## src/rtl/alu_acc_ctrl_if.sv

```systemverilog
// alu_acc_ctrl_if
//   Bundles the two handshake channels of the accumulator sequencer.
//   Command channel : cmd_valid/cmd_ready with {cmd_op[2:0], cmd_data[3:0]}
//   Result channel  : res_valid/res_ready with res_data[3:0]
//   master : the side that issues commands and consumes results
//   slave  : the sequencer itself
interface alu_acc_ctrl_if;
    logic       cmd_valid;
    logic       cmd_ready;
    logic [2:0] cmd_op;
    logic [3:0] cmd_data;
    logic       res_valid;
    logic       res_ready;
    logic [3:0] res_data;

    modport master (
        output cmd_valid, cmd_op, cmd_data, res_ready,
        input  cmd_ready, res_valid, res_data
    );

    modport slave (
        input  cmd_valid, cmd_op, cmd_data, res_ready,
        output cmd_ready, res_valid, res_data
    );
endinterface

```

## src/rtl/alu_acc_ctrl.sv

```systemverilog
// alu_acc_ctrl
//   Accumulator-style command sequencer for an external 4-bit combinational
//   ALU. Commands are buffered in a FIFO, popped one at a time, and executed
//   in a two-cycle IDLE -> EXEC rhythm; EMIT parks in WAIT_OUT until the
//   result is accepted.
// Ports
//   clk, rst_n      : clock (rising edge), asynchronous active-low reset
//   bus (slave)     : command and result handshake channels
//   alu_a/alu_b/alu_sel : registered drive to the ALU
//   alu_result      : combinational ALU output
//   acc             : current accumulator
//   busy            : FIFO non-empty or FSM not IDLE
module alu_acc_ctrl #(
    parameter int FIFO_DEPTH = 4
) (
    input  logic           clk,
    input  logic           rst_n,
    alu_acc_ctrl_if.slave  bus,
    output logic [3:0]     alu_a,
    output logic [3:0]     alu_b,
    output logic [2:0]     alu_sel,
    input  logic [3:0]     alu_result,
    output logic [3:0]     acc,
    output logic           busy
);

    localparam int PTR_W = (FIFO_DEPTH > 1) ? $clog2(FIFO_DEPTH) : 1;
    localparam int CNT_W = PTR_W + 1;

    localparam logic [2:0] OP_NOTB  = 3'b100;
    localparam logic [2:0] OP_LOAD  = 3'b101;
    localparam logic [2:0] OP_EMIT  = 3'b110;
    localparam logic [2:0] OP_CLEAR = 3'b111;

    typedef enum logic [1:0] {
        IDLE     = 2'd0,
        EXEC     = 2'd1,
        WAIT_OUT = 2'd2
    } state_t;

    // FIFO storage: {op, data} per entry
    logic [6:0]       fifo_mem_q [FIFO_DEPTH];
    logic [PTR_W-1:0] wr_ptr_q, wr_ptr_d;
    logic [PTR_W-1:0] rd_ptr_q, rd_ptr_d;
    logic [CNT_W-1:0] count_q,  count_d;

    state_t     state_q, state_d;
    logic [2:0] op_q,    op_d;
    logic [3:0] opnd_q,  opnd_d;
    logic [3:0] acc_q,   acc_d;
    logic [3:0] alu_a_q, alu_a_d;
    logic [3:0] alu_b_q, alu_b_d;
    logic [2:0] alu_sel_q, alu_sel_d;
    logic       res_valid_q, res_valid_d;
    logic [3:0] res_data_q,  res_data_d;

    logic       full;
    logic       empty;
    logic       push;
    logic       pop;
    logic [2:0] head_op;
    logic [3:0] head_data;

    always_comb begin
        full      = (count_q == CNT_W'(FIFO_DEPTH));
        empty     = (count_q == '0);
        push      = bus.cmd_valid && !full;
        pop       = (state_q == IDLE) && !empty;
        head_op   = fifo_mem_q[rd_ptr_q][6:4];
        head_data = fifo_mem_q[rd_ptr_q][3:0];

        wr_ptr_d    = wr_ptr_q;
        rd_ptr_d    = rd_ptr_q;
        count_d     = count_q;
        state_d     = state_q;
        op_d        = op_q;
        opnd_d      = opnd_q;
        acc_d       = acc_q;
        alu_a_d     = alu_a_q;
        alu_b_d     = alu_b_q;
        alu_sel_d   = alu_sel_q;
        res_valid_d = res_valid_q;
        res_data_d  = res_data_q;

        // Pointers wrap naturally because FIFO_DEPTH is a power of two
        if (push) begin
            wr_ptr_d = wr_ptr_q + 1'b1;
        end
        if (pop) begin
            rd_ptr_d = rd_ptr_q + 1'b1;
        end
        case ({push, pop})
            2'b10:   count_d = count_q + CNT_W'(1);
            2'b01:   count_d = count_q - CNT_W'(1);
            default: count_d = count_q;
        endcase

        case (state_q)
            IDLE: begin
                if (pop) begin
                    op_d    = head_op;
                    opnd_d  = head_data;
                    state_d = EXEC;
                    // ALU operands are launched on the pop edge so the
                    // combinational result is ready during EXEC
                    if (head_op <= OP_NOTB) begin
                        alu_a_d   = acc_q;
                        alu_b_d   = head_data;
                        alu_sel_d = head_op;
                    end else begin
                        alu_sel_d = 3'b111;
                    end
                end
            end
            EXEC: begin
                state_d = IDLE;
                case (op_q)
                    OP_LOAD:  acc_d = opnd_q;
                    OP_CLEAR: acc_d = 4'd0;
                    OP_EMIT: begin
                        res_data_d  = acc_q;
                        res_valid_d = 1'b1;
                        state_d     = WAIT_OUT;
                    end
                    default:  acc_d = alu_result;
                endcase
            end
            WAIT_OUT: begin
                if (bus.res_ready) begin
                    res_valid_d = 1'b0;
                    state_d     = IDLE;
                end
            end
            default: state_d = IDLE;
        endcase
    end

    always_ff @(posedge clk or negedge rst_n) begin
        if (!rst_n) begin
            wr_ptr_q    <= '0;
            rd_ptr_q    <= '0;
            count_q     <= '0;
            state_q     <= IDLE;
            op_q        <= 3'd0;
            opnd_q      <= 4'd0;
            acc_q       <= 4'd0;
            alu_a_q     <= 4'd0;
            alu_b_q     <= 4'd0;
            alu_sel_q   <= 3'b111;
            res_valid_q <= 1'b0;
            res_data_q  <= 4'd0;
        end else begin
            wr_ptr_q    <= wr_ptr_d;
            rd_ptr_q    <= rd_ptr_d;
            count_q     <= count_d;
            state_q     <= state_d;
            op_q        <= op_d;
            opnd_q      <= opnd_d;
            acc_q       <= acc_d;
            alu_a_q     <= alu_a_d;
            alu_b_q     <= alu_b_d;
            alu_sel_q   <= alu_sel_d;
            res_valid_q <= res_valid_d;
            res_data_q  <= res_data_d;
        end
    end

    // Entry storage needs no reset: the count alone decides what is valid
    always_ff @(posedge clk) begin
        if (push) begin
            fifo_mem_q[wr_ptr_q] <= {bus.cmd_op, bus.cmd_data};
        end
    end

    assign bus.cmd_ready = !full;
    assign bus.res_valid = res_valid_q;
    assign bus.res_data  = res_data_q;
    assign alu_a         = alu_a_q;
    assign alu_b         = alu_b_q;
    assign alu_sel       = alu_sel_q;
    assign acc           = acc_q;
    assign busy          = (state_q != IDLE) || !empty;

endmodule

```

## src/flat_wrapper.sv

```systemverilog
// flat-port wrapper written by rule: the top's interface ports become plain ports
module alu_acc_ctrl_flat 
#(
    parameter int FIFO_DEPTH = 4
)
  (clk, rst_n, alu_a, alu_b, alu_sel, alu_result, acc, busy, bus_cmd_valid, bus_cmd_op, bus_cmd_data, bus_res_ready, bus_cmd_ready, bus_res_valid, bus_res_data);
  alu_acc_ctrl_if bus_i ();
  input  logic clk;
  input  logic rst_n;
  output logic [3:0] alu_a;
  output logic [3:0] alu_b;
  output logic [2:0] alu_sel;
  input  logic [3:0] alu_result;
  output logic [3:0] acc;
  output logic busy;
  input wire logic [$bits(bus_i.cmd_valid)-1:0] bus_cmd_valid;
  input wire logic [$bits(bus_i.cmd_op)-1:0] bus_cmd_op;
  input wire logic [$bits(bus_i.cmd_data)-1:0] bus_cmd_data;
  input wire logic [$bits(bus_i.res_ready)-1:0] bus_res_ready;
  output wire logic [$bits(bus_i.cmd_ready)-1:0] bus_cmd_ready;
  output wire logic [$bits(bus_i.res_valid)-1:0] bus_res_valid;
  output wire logic [$bits(bus_i.res_data)-1:0] bus_res_data;
  assign bus_i.cmd_valid = bus_cmd_valid;
  assign bus_i.cmd_op = bus_cmd_op;
  assign bus_i.cmd_data = bus_cmd_data;
  assign bus_i.res_ready = bus_res_ready;
  assign bus_cmd_ready = bus_i.cmd_ready;
  assign bus_res_valid = bus_i.res_valid;
  assign bus_res_data = bus_i.res_data;
  alu_acc_ctrl #(.FIFO_DEPTH(FIFO_DEPTH)) u_core (.clk(clk), .rst_n(rst_n), .bus(bus_i), .alu_a(alu_a), .alu_b(alu_b), .alu_sel(alu_sel), .alu_result(alu_result), .acc(acc), .busy(busy));
endmodule
```

## config.mk

```make
export PLATFORM = sky130hd
export DESIGN_NAME = alu_acc_ctrl_flat
export DESIGN_NICKNAME = d
export VERILOG_FILES = /design/src/rtl/alu_acc_ctrl_if.sv /design/src/rtl/alu_acc_ctrl.sv /design/src/flat_wrapper.sv
export SDC_FILE = /design/constraint.sdc
export NUM_CORES = 1
export LEC_CHECK = 0
export BUFFER_PORTS_ARGS = -buffer_cell sky130_fd_sc_hd__buf_2
export CORE_MARGIN = 2
export CORE_UTILIZATION = 56
export DETAILED_ROUTE_END_ITERATION = 10
export PLACE_DENSITY_LB_ADDON = 0.1
export SYNTH_ARGS = -nofsm -noshare
export SYNTH_HDL_FRONTEND = slang
export SYNTH_SLANG_ARGS = --single-unit
```

## constraint.sdc

```tcl
create_clock -name clk -period 2.4 [get_ports clk]
set_input_delay 0.72 -clock clk [delete_from_list [all_inputs] [get_ports clk]]
set_output_delay 0.72 -clock clk [all_outputs]
set_load 0.01 [all_outputs]
```

Word level (Yosys, flattened, before mapping)
Memory sizes are Yosys's and may differ from the RTL's.
Cells that the tools add are included.
{"block": "totals", "ff_bits": 36, "mem_bits_rw": 28, "in_bits": 15, "out_inout_bits": 22, "elab_cells": 58, "mem_count": 1}
{"name": "u_core.fifo_mem_q", "depth": 4, "word_bits": 7, "rd": 1, "rd_clocked_by_memory_dff": 0, "wr": 1, "line": "alu_acc_ctrl.sv:42", "source": "logic [6:0] fifo_mem_q [FIFO_DEPTH];"}
{"block": "classes", "addsub": 4, "magnitude_cmp": 1, "eq_ne": 11, "n_mux": 12, "bitwise": 1, "reduce_logical": 16}
{"cell": "3-bit == test (second input constant)", "n": 4}
{"cell": "4-bit case mux with 3 select lines", "n": 1}
{"cell": "2-bit AND reduction", "n": 4}
{"cell": "2-bit two-way mux", "n": 3}
{"cell": "2-bit case mux with 3 select lines", "n": 1}
{"cell": "3-bit case mux with 2 select lines", "n": 1}
{"cell": "3-bit AND reduction", "n": 2}
{"cell": "2-bit nonzero test", "n": 3}
{"cell": "2-bit by 1-bit adder with 2-bit output (second input constant)", "n": 2}
{"cell": "2-bit by 1-bit == test with 1-bit output (second input constant)", "n": 2}
{"cell": "2-bit == test (second input constant)", "n": 2}
{"cell": "1-bit two-way mux", "n": 4}
{"cell": "2-bit by 1-bit inequality test with 1-bit output (second input constant)", "n": 2}
{"cell": "3-bit by 1-bit adder with 3-bit output (second input constant)", "n": 1}
{"cell": "3-bit <= comparator (second input constant)", "n": 1}
{"cell": "3-bit logical NOT", "n": 1}
{"cell": "3-bit two-way mux", "n": 1}
{"cell": "3-bit by 1-bit subtractor with 3-bit output (second input constant)", "n": 1}
{"cell": "1-bit logical AND", "n": 2}
{"cell": "1-bit logical NOT", "n": 2}
{"cell": "2-bit logical NOT", "n": 1}
{"cell": "2-bit inequality test (second input constant)", "n": 1}
{"cell": "1-bit case mux with 2 select lines", "n": 1}
{"cell": "1-bit logical OR", "n": 1}
{"cell": "1-bit NOT", "n": 1}

Longest topological paths before layout
{"block": "logic_depth", "ltp_word": 5, "mapped_depth": 10, "depth_no_buf": 10}

Least setup slack after synthesis
OpenSTA, ideal clock, no wires.
{"block": "synth_path", "kind": "register to register", "startpoint": "register u_core.count_q[0]", "endpoint": "register u_core.count_q[2]", "setup_ps": 79, "arrival_ps": 1962, "t_required_ps": 2321, "slack_ps": 359, "stages_incl_launch_ff": 11, "n_path_buf": 0, "synth_period_minus_slack_ps": 2041, "cell_sequence": "dfrtp_1 -> inv_1 -> nand3_1 -> and2_1 -> inv_1 -> ha_1 -> inv_1 -> fa_1 -> xor2_1 -> nor2_1 -> xor2_1"}
{"block": "synth_via", "elab_chain_len": 5}
{"item": "start: declaration", "line": "alu_acc_ctrl.sv:45", "source": "logic [CNT_W-1:0] count_q, count_d;"}
{"item": "start signal: assignment", "line": "alu_acc_ctrl.sv:155", "source": "count_q <= count_d;"}
{"item": "3-bit == test (*)", "line": "alu_acc_ctrl.sv:65", "source": "full = (count_q == CNT_W'(FIFO_DEPTH));"}
{"item": "1-bit logical NOT (*)"}
{"item": "via bus_cmd_ready", "line": "flat_wrapper.sv:20", "source": "output wire logic [$bits(bus_i.cmd_ready)-1:0] bus_cmd_ready;"}
{"item": "1-bit logical AND (*)", "line": "alu_acc_ctrl.sv:67", "source": "push = bus.cmd_valid && !full;"}
{"item": "2-bit by 1-bit == test with 1-bit output / 2-bit == test (equally long branches)", "line": "alu_acc_ctrl.sv:92", "source": "case ({push, pop})"}
{"item": "3-bit case mux with 2 select lines / 2-bit nonzero test (equally long branches)"}
The timed path passes the listed nets; every way through them passes the cells marked *.
A chain may end at the register's enable or synchronous reset.

Worst setup path after layout
{"block": "layout_path", "startpoint": "register u_core.count_q[0]", "endpoint": "register u_core.count_q[2]"}
{"block": "layout_via", "elab_chain_len": 5}
{"item": "3-bit == test / 3-bit logical NOT (equally long branches)", "line": "alu_acc_ctrl.sv:65, alu_acc_ctrl.sv:66"}
{"item": "1-bit logical NOT, on equally long branches", "line": "alu_acc_ctrl.sv:67, alu_acc_ctrl.sv:68"}
{"item": "1-bit logical AND, on equally long branches", "line": "alu_acc_ctrl.sv:67, alu_acc_ctrl.sv:68"}
{"item": "2-bit by 1-bit == test with 1-bit output / 2-bit == test (equally long branches)", "line": "alu_acc_ctrl.sv:92"}
{"item": "3-bit case mux with 2 select lines / 2-bit nonzero test (equally long branches)"}
Several ways; a longest one is shown, not always the timed one.

==> flow_summary.rst <==
.. list-table::
   :header-rows: 1

   * - Metric
     - Value
   * - Highest ir drop seen on vdd
     - a little over 0.0008 V
   * - Worst-case clock buffer depth
     - 2
   * - Level count of the clock H-tree
     - 3
   * - Slew at the pin with the worst max-slew slack
     - 0.776 ns
   * - Crit path kind
     - register to register
   * - Worst min path class
     - primary input to asynchronous set/reset pin
   * - Placer's final routability congestion estimate
     - 0.787
   * - Number of top-level pins
     - 37
   * - Detailed Route WL
     - about 4300 um
   * - Status
     - finished, final reports clean
   * - Total Die Area
     - 0.00522 mm^2
   * - Total of warnings raised by yosys
     - 0
   * - Routed wire length per instance
     - 15.5 um
   * - Startpoint of the worst setup timing path
     - u_core.count_q[0]$_DFFE_PN0P_
   * - Final cell count without fillers
     - 279
   * - Initial antenna violation count
     - 0
   * - Flops & latches, synth
     - between 60 and 70
   * - Number of max-cap violations
     - 0
   * - Final min period
     - 2.15 ns
   * - Instance count of the mapped netlist
     - approximately 180
   * - Final period util
     - 89.6%
   * - Count of buffers inserted at the top-level ports
     - 36
   * - Detailed Place HPWL
     - roughly 3000 um
   * - Critical Path Sink Type
     - register
   * - DIE HEIGHT
     - 72.2 um
   * - Largest net degree at the start of global routing
     - 37
   * - Net Count, Synth
     - 197
   * - Final-report max-slew violation count
     - 0
   * - Initial Utilization
     - 59.1%
   * - Critical path launch point type
     - register
   * - Power per standard cell area
     - between 1000 and 1500 mW/mm^2
   * - Crit-path max FO
     - 6
   * - Count of fill cells added during filler insertion
     - 310
   * - Die width
     - about 72 um
   * - Peak Freq
     - 465 MHz
   * - Clock transition at the registers of the reported paths
     - 0.07 ns
   * - Clock tree from TritonCTS
     - yes
   * - Worst EP required
     - between 2 and 3 ns
   * - Total negative slack
     - 0 ns
   * - Clock latency at the later pin of the worst-skew pair
     - around 0.33 ns
   * - Via count
     - 1,496
   * - Internal power contribution
     - 0.00280 W
   * - Switching part of the total
     - between 30 and 40%
   * - Vias in the first global route
     - around 1,500
   * - Final number of hold-violating endpoints
     - 0
   * - Synth-to-layout area growth
     - 16.3%
   * - Total power after layout
     - approximately 0.0043 W
   * - Clock root buffer
     - sky130_fd_sc_hd__clkbuf_8
   * - Count of cells along the worst register-to-register path
     - 10
   * - Std cell rows
     - 24
   * - Net count, final
     - 243
   * - CTS Buf Count
     - 9
   * - Core Footprint
     - ~0.0044 mm^2
   * - Cell Area, Synth
     - between 0.002 and 0.003 mm^2
   * - Final clock skew
     - between 0.007 and 0.008 ns
   * - Total placed cells including tap cells
     - between 200 and 300
   * - Hold-fix buffer count after cts
     - 0
   * - Worst EP arrival
     - 2.42 ns
   * - Share of cells above drive strength 1
     - around a third
   * - Distinct cell type count of the synthesized netlist
     - 32
   * - Net switching power figure
     - ~0.0015 W
   * - Fraction of power consumed by sequential logic
     - between 40% and 50%
   * - Via density per instance
     - 5.36
   * - Pre-Repair DR Iteration Count
     - 4
   * - Number of diodes added for antenna fixing
     - 0
   * - Leakage component of the power
     - about 1.3 nW
   * - Wire length of the first global-routing pass
     - 7050 um
   * - Total track usage
     - 18.8%
   * - Antenna-violating nets left
     - 0
   * - TritonCTS Sinks
     - 64
   * - Worst slew slack as a fraction of its limit
     - 48.2%
   * - Unrepaired setup endpoints after global routing
     - no
   * - Launch point of the worst reg-to-reg path
     - u_core.count_q[0]$_DFFE_PN0P_
   * - Post-CTS setup buffer count
     - 0
   * - Proportion of synthesized chip area in sequential cells
     - about two thirds
   * - Final setup vio count
     - 0
   * - Fraction of the core area covered by cells at the end of the flow
     - a little under 70%
   * - Aggregate global routing overflow
     - 0
   * - Per-instance average area after synthesis
     - 14.8 um^2
   * - Detailed router's first-iteration violation count
     - 78
   * - Clock power share
     - 19.8%
   * - Logic pwr share
     - 37.2%
   * - Final routed DRC violation total
     - 0
   * - Number of resized instances in the post-cts repair step
     - 0
-- cells in the final DEF (no fill, tap or decap) --
master and instances:
sky130_fd_sc_hd__a21o_1 1, sky130_fd_sc_hd__a21oi_1 6, sky130_fd_sc_hd__and2_1 1, sky130_fd_sc_hd__and3_1 4
sky130_fd_sc_hd__buf_2 36, sky130_fd_sc_hd__buf_4 3, sky130_fd_sc_hd__clkbuf_1 2, sky130_fd_sc_hd__clkbuf_16 1
sky130_fd_sc_hd__clkbuf_8 10, sky130_fd_sc_hd__clkinv_2 3, sky130_fd_sc_hd__dfrtp_1 33, sky130_fd_sc_hd__dfstp_2 3
sky130_fd_sc_hd__edfxtp_1 28, sky130_fd_sc_hd__fa_1 1, sky130_fd_sc_hd__ha_1 5, sky130_fd_sc_hd__inv_1 7
sky130_fd_sc_hd__inv_2 1, sky130_fd_sc_hd__mux2_2 13, sky130_fd_sc_hd__mux2i_1 1, sky130_fd_sc_hd__mux4_1 5
sky130_fd_sc_hd__mux4_2 2, sky130_fd_sc_hd__nand2_1 32, sky130_fd_sc_hd__nand2_4 1, sky130_fd_sc_hd__nand2b_1 1
sky130_fd_sc_hd__nand3_1 1, sky130_fd_sc_hd__nand3b_1 3, sky130_fd_sc_hd__nor2_1 2, sky130_fd_sc_hd__nor3_1 1
sky130_fd_sc_hd__nor3b_1 6, sky130_fd_sc_hd__o21ai_0 6, sky130_fd_sc_hd__o21ai_2 1, sky130_fd_sc_hd__or2_2 1
sky130_fd_sc_hd__xnor2_1 4, sky130_fd_sc_hd__xor2_1 2
-- metrics by stage --
step,hold WS (ns),cell area [um^2],setup WS [ns]
2_1_floorplan,0.424,2610,0.359
3_3_place_gp,0.449,2850,0.233
3_5_place_dp,0.457,2850,0.169
4_1_cts,0.467,3030,0.244
5_1_grt,0.494,3030,0.0906
6_report,0.458,3030,0.250
-- worst max-delay path, stage by stage, from the launching register on --
cell and delay (ns):
sky130_fd_sc_hd__dfrtp_1 0.41, sky130_fd_sc_hd__inv_1 0.12, sky130_fd_sc_hd__nand3_1 0.17, sky130_fd_sc_hd__and2_1 0.25, sky130_fd_sc_hd__inv_1 0.06, sky130_fd_sc_hd__ha_1 0.17, sky130_fd_sc_hd__inv_1 0.06, sky130_fd_sc_hd__fa_1 0.43
sky130_fd_sc_hd__xor2_1 0.15, sky130_fd_sc_hd__nor2_1 0.11, sky130_fd_sc_hd__xor2_1 0.14
-- path summary, 6_finish.rpt --
path	slack (ns)	end
worst max-delay path	0.25	u_core.count_q[2]$_DFFE_PN0P_
worst min-delay path	0.46	u_core.state_q[1]$_DFFE_PN0P_
worst max register to register	0.25	u_core.count_q[2]$_DFFE_PN0P_
worst min register to register	0.46	u_core.alu_sel[2]$_DFFE_PN1P_
max in group asynchronous	1.45	u_core.alu_a[1]$_DFFE_PN0P_
min in group clk	0.46	u_core.alu_sel[2]$_DFFE_PN1P_
-- cells by family after synthesis --
logic type,share of synthesized area (%)
AOI/OAI and AO/OA,2.93
xor gates and xnor gates,2.02
adders and majority gates,3.17
buffers and inverters,2.21
DFF,66.9
muxes,12.8
and+or+nand+nor,9.98
-- final cells by class --
type / instances / area (um^2) / share of cell area, %
Clock inverter: 3 / 15.0 / 0.495
Sequential cell: 64 / 1750 / 57.5
Tap cell: 52 / 65.1 / 2.15
Multi-Input combinational cell: 100 / 805 / 26.5
Clock buffer: 13 / 170 / 5.61
Timing Repair Buffer: 39 / 203 / 6.68
Inverter: 8 / 30.0 / 0.990
-- state kept, by name (all words and copies together) (netlist names) --
name and count:
u_core.wr_ptr_q 2, u_core.alu_b 4, u_core.op_q 3, u_core.alu_a 4, u_core.opnd_q 4, u_core.bus.res_data 4, u_core.alu_sel 3, u_core.fifo_mem_q 28
u_core.count_q 3, u_core.rd_ptr_q 2, u_core.bus.res_valid 1, u_core.acc 4, u_core.state_q 2
-- synth_stat cells --
master / n / share of area, %
sky130_fd_sc_hd__mux2i_1: 1 / 0.38
sky130_fd_sc_hd__xor2_1: 2 / 0.67
sky130_fd_sc_hd__a21o_1: 1 / 0.29
sky130_fd_sc_hd__nand2_4: 1 / 0.43
sky130_fd_sc_hd__nor2_1: 2 / 0.29
sky130_fd_sc_hd__mux4_2: 2 / 1.7
sky130_fd_sc_hd__o21ai_0: 6 / 1.2
sky130_fd_sc_hd__and2_1: 1 / 0.24
sky130_fd_sc_hd__edfxtp_1: 28 / 32
sky130_fd_sc_hd__xnor2_1: 4 / 1.3
sky130_fd_sc_hd__dfstp_2: 3 / 3.0
sky130_fd_sc_hd__nand3_1: 1 / 0.19
sky130_fd_sc_hd__dfrtp_1: 33 / 32
sky130_fd_sc_hd__a21oi_1: 6 / 1.2
sky130_fd_sc_hd__nand3b_1: 3 / 0.86
sky130_fd_sc_hd__clkbuf_1: 1 / 0.14
sky130_fd_sc_hd__mux4_1: 5 / 5.0
sky130_fd_sc_hd__inv_2: 1 / 0.14
sky130_fd_sc_hd__fa_1: 1 / 0.77
sky130_fd_sc_hd__o21ai_2: 1 / 0.34
sky130_fd_sc_hd__buf_4: 1 / 0.29
sky130_fd_sc_hd__buf_6: 1 / 0.43
sky130_fd_sc_hd__nor3b_1: 6 / 1.7
sky130_fd_sc_hd__nand2b_1: 1 / 0.24
sky130_fd_sc_hd__nand2_1: 32 / 4.6
sky130_fd_sc_hd__clkbuf_2: 1 / 0.19
sky130_fd_sc_hd__inv_1: 7 / 1.0
sky130_fd_sc_hd__or2_2: 1 / 0.24
sky130_fd_sc_hd__nor3_1: 1 / 0.19
sky130_fd_sc_hd__mux2_2: 13 / 5.6
sky130_fd_sc_hd__ha_1: 5 / 2.4
sky130_fd_sc_hd__and3_1: 4 / 0.96
-- routing by layer --
layer | part of all wire [%] | routed length, um | global-route usage, %
met4 | 1.8 | 76 | 8.60
met5 | 0 | 0 | 0
met2 | 50 | 2180 | 30.7
met1 | 42 | 1810 | 22.8
met3 | 5.9 | 255 | 6.25
-- power by group through the flow --
stage | logic (W) | clock network, W | registers (W)
CTS | 0.00162 | 0.000868 | 0.00184
floorplan | 0.00113 | 0 | 0.00186
global placement | 0.00153 | 0 | 0.00183
finish | 0.00159 | 0.000846 | 0.00184
detailed placement | 0.00160 | 0 | 0.00186
global route | 0.00177 | 0.000917 | 0.00189
No activity file was read; power rests on OpenSTA's default activity.
